`src/rtl/systemizer_host_port.sv`:
```
// rtl/systemizer_host_port.sv - host load/run/unload initiator for the systemizer matrix memory
module systemizer_host_port #(
  parameter int DATA_W  = 8,
  parameter int DEPTH   = 32,
  parameter int ADDR_W  = 5,
  parameter int TIMEOUT = 4096
) (
  input  logic              clk,
  input  logic              rst_n,
  input  logic              cmd_go,
  input  logic              in_valid,
  input  logic [DATA_W-1:0] in_data,
  output logic              in_ready,
  output logic              out_valid,
  output logic [DATA_W-1:0] out_data,
  input  logic              out_ready,
  output logic              busy,
  output logic [1:0]        result,
  output logic              sys_wr_en,
  output logic [ADDR_W-1:0] sys_wr_addr,
  output logic [DATA_W-1:0] sys_data_in,
  output logic              sys_rd_en,
  output logic [ADDR_W-1:0] sys_rd_addr,
  input  logic [DATA_W-1:0] sys_data_out,
  output logic              sys_start,
  input  logic              sys_done,
  input  logic              sys_success,
  input  logic              sys_fail
);

  // Word counters carry one extra bit so "all DEPTH words issued" is representable.
  localparam int CNT_W = ADDR_W + 1;
  localparam int TMO_W = $clog2(TIMEOUT) + 1;
  localparam logic [CNT_W-1:0] LAST_WORD = CNT_W'(DEPTH - 1);
  localparam logic [CNT_W-1:0] NUM_WORDS = CNT_W'(DEPTH);
  localparam logic [TMO_W-1:0] TMO_LAST  = TMO_W'(TIMEOUT - 1);

  localparam logic [1:0] RES_NONE = 2'b00;
  localparam logic [1:0] RES_OK   = 2'b01;
  localparam logic [1:0] RES_FAIL = 2'b10;
  localparam logic [1:0] RES_TMO  = 2'b11;

  typedef enum logic [2:0] {
    S_IDLE, S_LOAD, S_START, S_WAIT, S_UNLOAD, S_FINISH
  } state_t;

  state_t state, state_d;

  logic [CNT_W-1:0]  cnt, cnt_d;
  logic [CNT_W-1:0]  out_cnt, out_cnt_d;
  logic [TMO_W-1:0]  tmo, tmo_d;
  logic              data_phase;
  logic              hold_valid, hold_valid_d;
  logic [DATA_W-1:0] hold_data, hold_data_d;

  logic              in_ready_d, out_valid_d, wr_en_d, rd_en_d, start_d;
  logic [DATA_W-1:0] out_data_d, data_in_d;
  logic [ADDR_W-1:0] wr_addr_d, rd_addr_d;
  logic [1:0]        result_d;

  logic in_hs, out_hs, done_fail, tmo_hit, can_issue;

  assign in_hs     = in_valid && in_ready;
  assign out_hs    = out_valid && out_ready;
  assign done_fail = sys_done && (sys_fail || !sys_success);
  assign tmo_hit   = (tmo == TMO_LAST);
  // A new read is launched only when its data is guaranteed a slot: either the
  // output register or the one-word hold register catches it two cycles later.
  assign can_issue = !sys_rd_en && !hold_valid && (cnt < NUM_WORDS) &&
                     (!out_valid || out_ready);

  // Next-state decision for the load/run/unload sequence.
  always_comb begin
    state_d = state;
    case (state)
      S_IDLE:   if (cmd_go) state_d = S_LOAD;
      S_LOAD:   if (in_hs && cnt == LAST_WORD) state_d = S_START;
      S_START:  state_d = S_WAIT;
      S_WAIT: begin
        if (sys_done)     state_d = done_fail ? S_IDLE : S_UNLOAD;
        else if (tmo_hit) state_d = S_IDLE;
      end
      S_UNLOAD: if (out_hs && out_cnt == LAST_WORD) state_d = S_FINISH;
      S_FINISH: state_d = S_IDLE;
      default:  state_d = S_IDLE;
    endcase
  end

  // Next values for every registered output and datapath register.
  always_comb begin
    in_ready_d   = in_ready;
    out_valid_d  = out_valid;
    out_data_d   = out_data;
    result_d     = result;
    wr_en_d      = 1'b0;
    wr_addr_d    = sys_wr_addr;
    data_in_d    = sys_data_in;
    rd_en_d      = 1'b0;
    rd_addr_d    = sys_rd_addr;
    start_d      = 1'b0;
    cnt_d        = cnt;
    out_cnt_d    = out_cnt;
    tmo_d        = tmo;
    hold_valid_d = hold_valid;
    hold_data_d  = hold_data;
    case (state)
      S_IDLE: begin
        in_ready_d   = 1'b0;
        out_valid_d  = 1'b0;
        hold_valid_d = 1'b0;
        if (cmd_go) begin
          result_d   = RES_NONE;
          cnt_d      = '0;
          in_ready_d = 1'b1;
        end
      end
      S_LOAD: begin
        if (in_hs) begin
          wr_en_d   = 1'b1;
          wr_addr_d = cnt[ADDR_W-1:0];
          data_in_d = in_data;
          cnt_d     = cnt + CNT_W'(1);
          if (cnt == LAST_WORD) in_ready_d = 1'b0;
        end
      end
      S_START: begin
        start_d = 1'b1;
        tmo_d   = '0;
      end
      S_WAIT: begin
        tmo_d = tmo + TMO_W'(1);
        if (sys_done) begin
          if (done_fail) begin
            result_d = RES_FAIL;
          end else begin
            cnt_d     = '0;
            out_cnt_d = '0;
          end
        end else if (tmo_hit) begin
          result_d = RES_TMO;
        end
      end
      S_UNLOAD: begin
        if (can_issue) begin
          rd_en_d   = 1'b1;
          rd_addr_d = cnt[ADDR_W-1:0];
          cnt_d     = cnt + CNT_W'(1);
        end
        if (out_hs) out_cnt_d = out_cnt + CNT_W'(1);
        if (data_phase) begin
          // Read data is only present for one cycle, so park it if the host stalls.
          if (!out_valid || out_ready) begin
            out_data_d  = sys_data_out;
            out_valid_d = 1'b1;
          end else begin
            hold_data_d  = sys_data_out;
            hold_valid_d = 1'b1;
          end
        end else if (out_hs) begin
          if (hold_valid) begin
            out_data_d   = hold_data;
            hold_valid_d = 1'b0;
          end else begin
            out_valid_d = 1'b0;
          end
        end
      end
      S_FINISH: begin
        result_d    = RES_OK;
        out_valid_d = 1'b0;
      end
      default: ;
    endcase
  end

  // State and output registers; reset clears everything immediately.
  always_ff @(posedge clk or negedge rst_n) begin
    if (!rst_n) begin
      state       <= S_IDLE;
      busy        <= 1'b0;
      in_ready    <= 1'b0;
      out_valid   <= 1'b0;
      out_data    <= '0;
      result      <= RES_NONE;
      sys_wr_en   <= 1'b0;
      sys_wr_addr <= '0;
      sys_data_in <= '0;
      sys_rd_en   <= 1'b0;
      sys_rd_addr <= '0;
      sys_start   <= 1'b0;
      cnt         <= '0;
      out_cnt     <= '0;
      tmo         <= '0;
      data_phase  <= 1'b0;
      hold_valid  <= 1'b0;
      hold_data   <= '0;
    end else begin
      state       <= state_d;
      busy        <= (state_d != S_IDLE);
      in_ready    <= in_ready_d;
      out_valid   <= out_valid_d;
      out_data    <= out_data_d;
      result      <= result_d;
      sys_wr_en   <= wr_en_d;
      sys_wr_addr <= wr_addr_d;
      sys_data_in <= data_in_d;
      sys_rd_en   <= rd_en_d;
      sys_rd_addr <= rd_addr_d;
      sys_start   <= start_d;
      cnt         <= cnt_d;
      out_cnt     <= out_cnt_d;
      tmo         <= tmo_d;
      data_phase  <= sys_rd_en;
      hold_valid  <= hold_valid_d;
      hold_data   <= hold_data_d;
    end
  end

endmodule

```
`config.mk`:
```
export PLATFORM = sky130hd
export DESIGN_NAME = systemizer_host_port
export DESIGN_NICKNAME = d
export VERILOG_FILES = /design/src/rtl/systemizer_host_port.sv
export SDC_FILE = /design/constraint.sdc
export NUM_CORES = 1
export LEC_CHECK = 0
export CAP_MARGIN = 30
export CORE_MARGIN = 2
export CORE_UTILIZATION = 30
export CTS_CLUSTER_DIAMETER = 100
export DETAILED_ROUTE_END_ITERATION = 8
export MAX_ROUTING_LAYER = met4
export SLEW_MARGIN = 40
export SYNTH_ARGS = -nofsm -noshare
export SYNTH_HDL_FRONTEND = slang
export SYNTH_SLANG_ARGS = --single-unit
```
`constraint.sdc`:
```
create_clock -name clk -period 2.9 [get_ports clk]
set_input_delay 0.435 -clock clk [delete_from_list [all_inputs] [get_ports clk]]
set_output_delay 0.435 -clock clk [all_outputs]
set_load 0.02 [all_outputs]
```
==> out/summary.txt <==
hold buffer count at CTS - 0
Vias/cell - 5.04
kind of critical path - reg -> reg
Routed met1 length - 3480 um
total wire length - 7600 um
layout cell share with drive strength beyond 1 - 12.5%
GRT Util Overall - 14.4%
global-route wire length before repair - 13100 um
CTS resizes - 0
worst skew pair latency - 0.33 ns
most area-consuming cells after synthesis - dfrtp_1 53%, mux2_2 7.3%, nand2_1 4.9%
initial antenna violation count - 0
Vias - 2603
Clock Path Buffers - 2
Least-Margin Pin Slew - 0.649 ns
Final min period - 2.16 ns
portion of netlist area occupied by mux cells - 11.2%
footprint of the multi-input gates - 1480 um^2
Min-Delay Path Class - in -> async
mapped cell area - 3380 um^2
async set or reset register ratio after synthesis - 100%
RSZ-0062 raised after global routing - false
Synth Area in Compound Gates - 12.0%
Max Cap Viol - 0
dominant synthesized flop cell - dfrtp_1
cells after synthesis - 315
WL per Instance - 14.7 um
drt drc - 0
Initial Util - 30.9%
Mapped Avg Cell Area - 10.7 um^2
Seq. cell area - 1800 um^2
count of final max-slew check failures - 0
Final Util - 40.3%
Setup Viol. Count Final - 0
CORE AREA - 10900 um^2
final worst path period share - 74.4%
Synth Register Bits - 72
CTS tree - done
Worst-path clk slew - 0.06 ns
cell taking the most area after synthesis - dfrtp_1
H-tree depth - 3
Final Hold Viols - 0
FP Rows - 38
Synth cell types - 52
CP startpoint kind - flop
CTS buffer count - 9
total negative slack - 0 ns
Adder-Cell Fraction of Synth Area - 1.11%
die height - 110 um
largest family of logic cells by synthesized area - simple AND/OR/NAND/NOR gates
final setup margin - 0.742 ns
Initial DRC Count - 118
largest net degree at the start of global routing - 73
commonest non-fill, non-tap cell in the layout - dfrtp_1
IO buf count - 57
EDFF count, synth - 0
CP required - 3.11 ns
layout overhead on the synthesized area - 30.4%
Power Dens Cells - 753 nW/um^2
clock skew - 0.00677 ns
die width - 110 um
Clock Root Buffer - clkbuf_16
Worst Path Max Fanout - 19
Post-CTS Setup Bufs - 0
Post-Synth XOR/XNOR Area - 1.30%
remaining antenna violation count after routing - 0
number of nets in the layout - 399
post-synthesis sequential area ratio - 53.3%
simple-gate share of the synthesized area - 18.1%
die area - 12100 um^2
Place WS - 0.635 ns
Synth Warn # - 0
# fillers - 1078
CP endpoint kind - flop
Syn Nets - 342
top routing layer in use - met4
hpwl dp - 5240 um
crit path DAT - 2.37 ns
DRT Pass-1 Iters - 4
# IOs - 58
vias in the first global route - 2710
Leak - 1.89 nW
routability cong. - 0.895
Max Freq - 463 MHz
top-area cell type share of the netlist area - 53.3%
met3 routed WL - 372 um
outcome - finished clean
GR Overflow Total - 0
Peak VDD IR - 0.432 mV
# diodes - 0
most frequent cells in the layout - 72 x dfrtp_1, 56 x clkdlybuf4s50_1, 44 x nand2_1
clock sink count - 72
metal2 WL - 3600 um
Slew Limit Headroom - 56.7%
==> worst paths after layout <==
path	start	to	slack (ns)	depth (start not counted)
max	state[0]	hold_data[0]	0.74	3
min	rst_n	hold_data[2]	0.12	1
max reg2reg	state[0]	hold_data[0]	0.74	3
min reg2reg	tmo[12]	tmo[12]	0.47	1
max in group asynchronous	rst_n	cnt[3]	2.33	1
min in group clk	tmo[12]	tmo[12]	0.47	1
==> power by group <==
part	internal [W]	switching [W]	total, W
Clock	0.000833	0.000415	0.00125
Combinational	0.000401	0.000381	0.000782
Sequential	0.00115	0.000141	0.00129
Total	0.00238	0.000938	0.00332
==> per-layer routing <==
metal | track usage, % | vias up
met1 | 18.2 | 1259
met4 | 6.52 | 0
met5 | - | -
met2 | 21.6 | 71
met3 | 3.70 | 11
li1 | - | 1262
==> cells in the mapped netlist (all sizes together), types with 3 or more instances <==
cell type / instances
mux2i: 13
mux2: 22
nand4: 8
a31oi: 3
nor3: 10
o21ai: 21
o31ai: 3
nand2: 44
buf: 8
dfrtp: 72
xnor2: 5
o311ai: 3
nand3b: 3
and3: 5
nand2b: 4
ha: 3
nor2: 12
inv: 9
a22o: 3
nand3: 17
a2bb2oi: 3
clkbuf: 5
o211ai: 4
nor4: 3
==> cells by family (layout without fill, tap and decap cells) <==
kind of cell             after synthesis  count (layout)
flip-flops                            72              72
adder cells (fa/ha/maj)                3               3
multiplexers                          35              35
XOR/XNOR                               5               5
AO/OA/AOI/OAI                         59              59
AND/OR/NAND/NOR                      119             119
buffers and inverters                 22              83
==> flip-flops by register name (all words and copies together), names as in the netlist, 2 cells and up <==
register     cells
sys_wr_addr      5
state            3
out_data         8
tmo             13
hold_data        8
sys_data_in      8
cnt              6
sys_rd_addr      5
result           2
out_cnt          6
==> per-stage QoR <==
stage / total power (W) / cell area, um^2 / instances / hold WS, ns
final: 0.00332 / 4410 / 516 / 0.116
after global routing: 0.00349 / 4410 / 516 / 0.166
after CTS: 0.00337 / 4410 / 516 / 0.148
after detailed placement: 0.00209 / 4070 / 501 / 0.465
after global placement: 0.00208 / 4070 / 501 / 0.456
after floorplan: 0.00174 / 3380 / 315 / 0.139
==> critical path, stage by stage (launching register included) <==
cell and delay, ns:
dfrtp_1 0.59, or3b_1 0.62, nor3_4 0.44, mux2_2 0.39
==> layout make-up <==
cell class,count,share of cell area (%)
clock buffers,9,5.11
clock inverters,6,2.47
inverters,9,0.766
multi-input cells,221,33.5
flip-flops and latches,72,40.9
well taps,140,3.97
repair buffers,59,13.3
(Power assumes the default switching activity.)
==> RTL edit: new RTL, same flow settings <==
The 6 states of `state_t` get a one-hot encoding in 6 bits.
--- a/src/rtl/systemizer_host_port.sv
+++ b/src/rtl/systemizer_host_port.sv
@@ -41,6 +41,6 @@
   localparam logic [1:0] RES_TMO  = 2'b11;
 
-  typedef enum logic [2:0] {
-    S_IDLE, S_LOAD, S_START, S_WAIT, S_UNLOAD, S_FINISH
+  typedef enum logic [5:0] {
+    S_IDLE = 6'b000001, S_LOAD = 6'b000010, S_START = 6'b000100, S_WAIT = 6'b001000, S_UNLOAD = 6'b010000, S_FINISH = 6'b100000
   } state_t;
 
Behaviour: same outputs for any inputs over 10 cycles, from zero or initial values and one cycle with rst_n low; not proved beyond that.
==> RTL edit against the original RTL <==
The run now ends with DRC left; routed wire length fell by 0.21%; synthesized area rose by 5.3%; total power fell by 5.0%; sequential cell count rose by 3; core utilization fell by 0.63 points; cell area rose by 3.7%; combinational power fell by 2.6%; worst setup slack got worse by 0.19 ns; largest power group unchanged.
==> RTL edit: results (changes against the original RTL) <==
metric	value	unit	change
status	finished, violations left		was complete, no violations
failing checks	DRC		
1st-pass router iterations	6		was 4
largest net degree at the start of global routing	76		was 73
dpl cells	517		was 501
Yosys warnings	0		unchanged
Worst-path clk slew	0.06	ns	about the same
DRC	4		was 0
final net count	412		was 399
number of H-tree levels	3		unchanged
ANT cells	0		unchanged
top cells by area, synth	dfrtp_1 52%, mux2_2 8.5%, mux2i_1 2.8%		was dfrtp_1 53%, mux2_2 7.3%, nand2_1 4.9%
Netlist cell types	59		was 52
detailed placement HPWL	5.29	mm	was 5.24 mm
metal1 wirelength	3.59	mm	was 3.48 mm
vias in the first global route	2646		was 2,710
clk_lat worst skew	0.33	ns	about the same
via/cell ratio	4.98		was 5.04
sequential area share after synthesis	52.7	%	was 53.3%
port bufs	57		unchanged
Max FO, Critical Path	16		was 19
CP max stage cell	or4_1		was or3b_1
Lkg Pwr	1.98	nW	was 1.89 nW
Wirelength per Cell	14.2	um	was 14.7 um
top cells by count, synth	74 x dfrtp_1, 27 x mux2_2, 26 x nor2_1, 22 x nand2_1, 17 x a21oi_1		was 72 x dfrtp_1, 44 x nand2_1, 22 x mux2_2, 21 x o21ai_0, 17 x nand3_1
first-pass GRT wire length	13.0	mm	was 13.1 mm
CP max stage delay	0.64	ns	was 0.62 ns
Reg2Reg Depth	5		was 3
Hold WC Path Type	primary input to async pin		unchanged
Largest Register	tmo		unchanged
VDD IR max	0.000307	V	was 0.000432 V
ys async rst share	100	%	unchanged
relative slew slack	54.0	%	was 56.7%
Met3 Wirelength	426	um	was 372 um
RD Place Congestion	0.841		was 0.895
# Post-CTS Setup Buffers	0		unchanged
Final Skew	0.00740	ns	was 0.00677 ns
total track usage	13.0	%	was 14.4%
max-slew violations	0		unchanged
share of cells above drive strength 1	14.6	%	was 12.5%
initial antenna violation count	0		unchanged
Synth Instances	324		was 315
max FFs per register	13		unchanged
Post-Syn Nets	351		was 342
initial DRC count	142		was 118
Max Used Layer	met4		unchanged
number of fill cells in the layout	1142		was 1,078
CTS root buf	clkbuf_16		unchanged
routed wl met2	3.49	mm	was 3.60 mm
ys flop type	dfrtp_1		unchanged
final non-filler cell total	533		was 516
-- RTL edit: changes by cell type after synthesis, moves of 5 or more --
| cell | before | now |
|---|---|---|
| a21oi_1 | 2 | 17 |
| mux2_2 | 22 | 27 |
| nand2_1 | 44 | 22 |
| nor2_1 | 12 | 26 |
| o21ai_0 | 21 | 16 |
| or4_1 | 0 | 5 |
-- RTL edit: final cells by class --
| type | count | area share, % |
|---|---|---|
| Sequential cell | 75 | 41.1 |
| Clock inverter | 7 | 1.67 |
| Tap cell | 143 | 3.92 |
| Clock buffer | 9 | 4.93 |
| Timing Repair Buffer | 62 | 13.3 |
| Multi-Input combinational cell | 230 | 34.5 |
| Inverter | 7 | 0.575 |
-- RTL edit: power breakdown --
group / internal (mW) / total, mW / leakage [nW] / switching (mW)
Combinational: 0.371 / 0.762 / 0.818 / 0.392
Sequential: 1.16 / 1.28 / 1.02 / 0.110
Clock: 0.670 / 1.12 / 0.142 / 0.445
-- RTL edit: cells by family (layout without fill, tap and decap cells) --
group           Yosys count  in the layout  synth area share (%)
mux                      37             37                  11.3
compound gates           70             70                  13.2
flops                    75             75                  52.7
fa+ha+maj                 3              3                  1.05
xor+xnor                  7              7                  1.72
buf+inv                  19             85                  3.02
simple gates            113            113                  16.9
-- RTL edit: stage by stage --
step / setup slack (ns) / power [mW] / utilization, % / area, sq um / hold WS [ns]
5_1_grt: 0.340 / 3.33 / 39.7 / 4570 / 0.197
3_3_place_gp: 0.618 / 2.06 / 37.0 / 4260 / 0.409
2_1_floorplan: 0.752 / 1.74 / - / 3560 / 0.139
3_5_place_dp: 0.541 / 2.07 / 37.1 / 4270 / 0.396
6_report: 0.549 / 3.15 / 39.7 / 4570 / 0.138
4_1_cts: 0.530 / 3.19 / 39.7 / 4570 / 0.174
-- RTL edit: final timing paths --
path | start | end | slack [ns]
max | state[3]$_DFF_PN0_ | out_data[7]$_DFFE_PN0P_ | 0.55
min | rst_n | tmo[3]$_DFFE_PN0P_ | 0.14
max reg2reg | state[3]$_DFF_PN0_ | out_data[7]$_DFFE_PN0P_ | 0.55
min reg2reg | sys_rd_en$_DFF_PN0_ | data_phase$_DFF_PN0_ | 0.42
max in group asynchronous | rst_n | sys_data_in[6]$_DFFE_PN0P_ | 2.29
min in group clk | sys_rd_en$_DFF_PN0_ | data_phase$_DFF_PN0_ | 0.42
-- RTL edit: routing by layer --
metal | global-route usage (%) | vias to the layer above
met4 | 3.66 | 0
met2 | 19.5 | 50
li1 | - | 1333
met3 | 3.54 | 8
met5 | - | -
met1 | 17.5 | 1261
-- RTL edit: worst max-delay path: cells and delay by family (launching register included) --
kind / cells / cell delay [ns]
AOI/OAI and AO/OA: 1 / 0.15
and+or+nand+nor: 4 / 1.65
DFF: 1 / 0.48
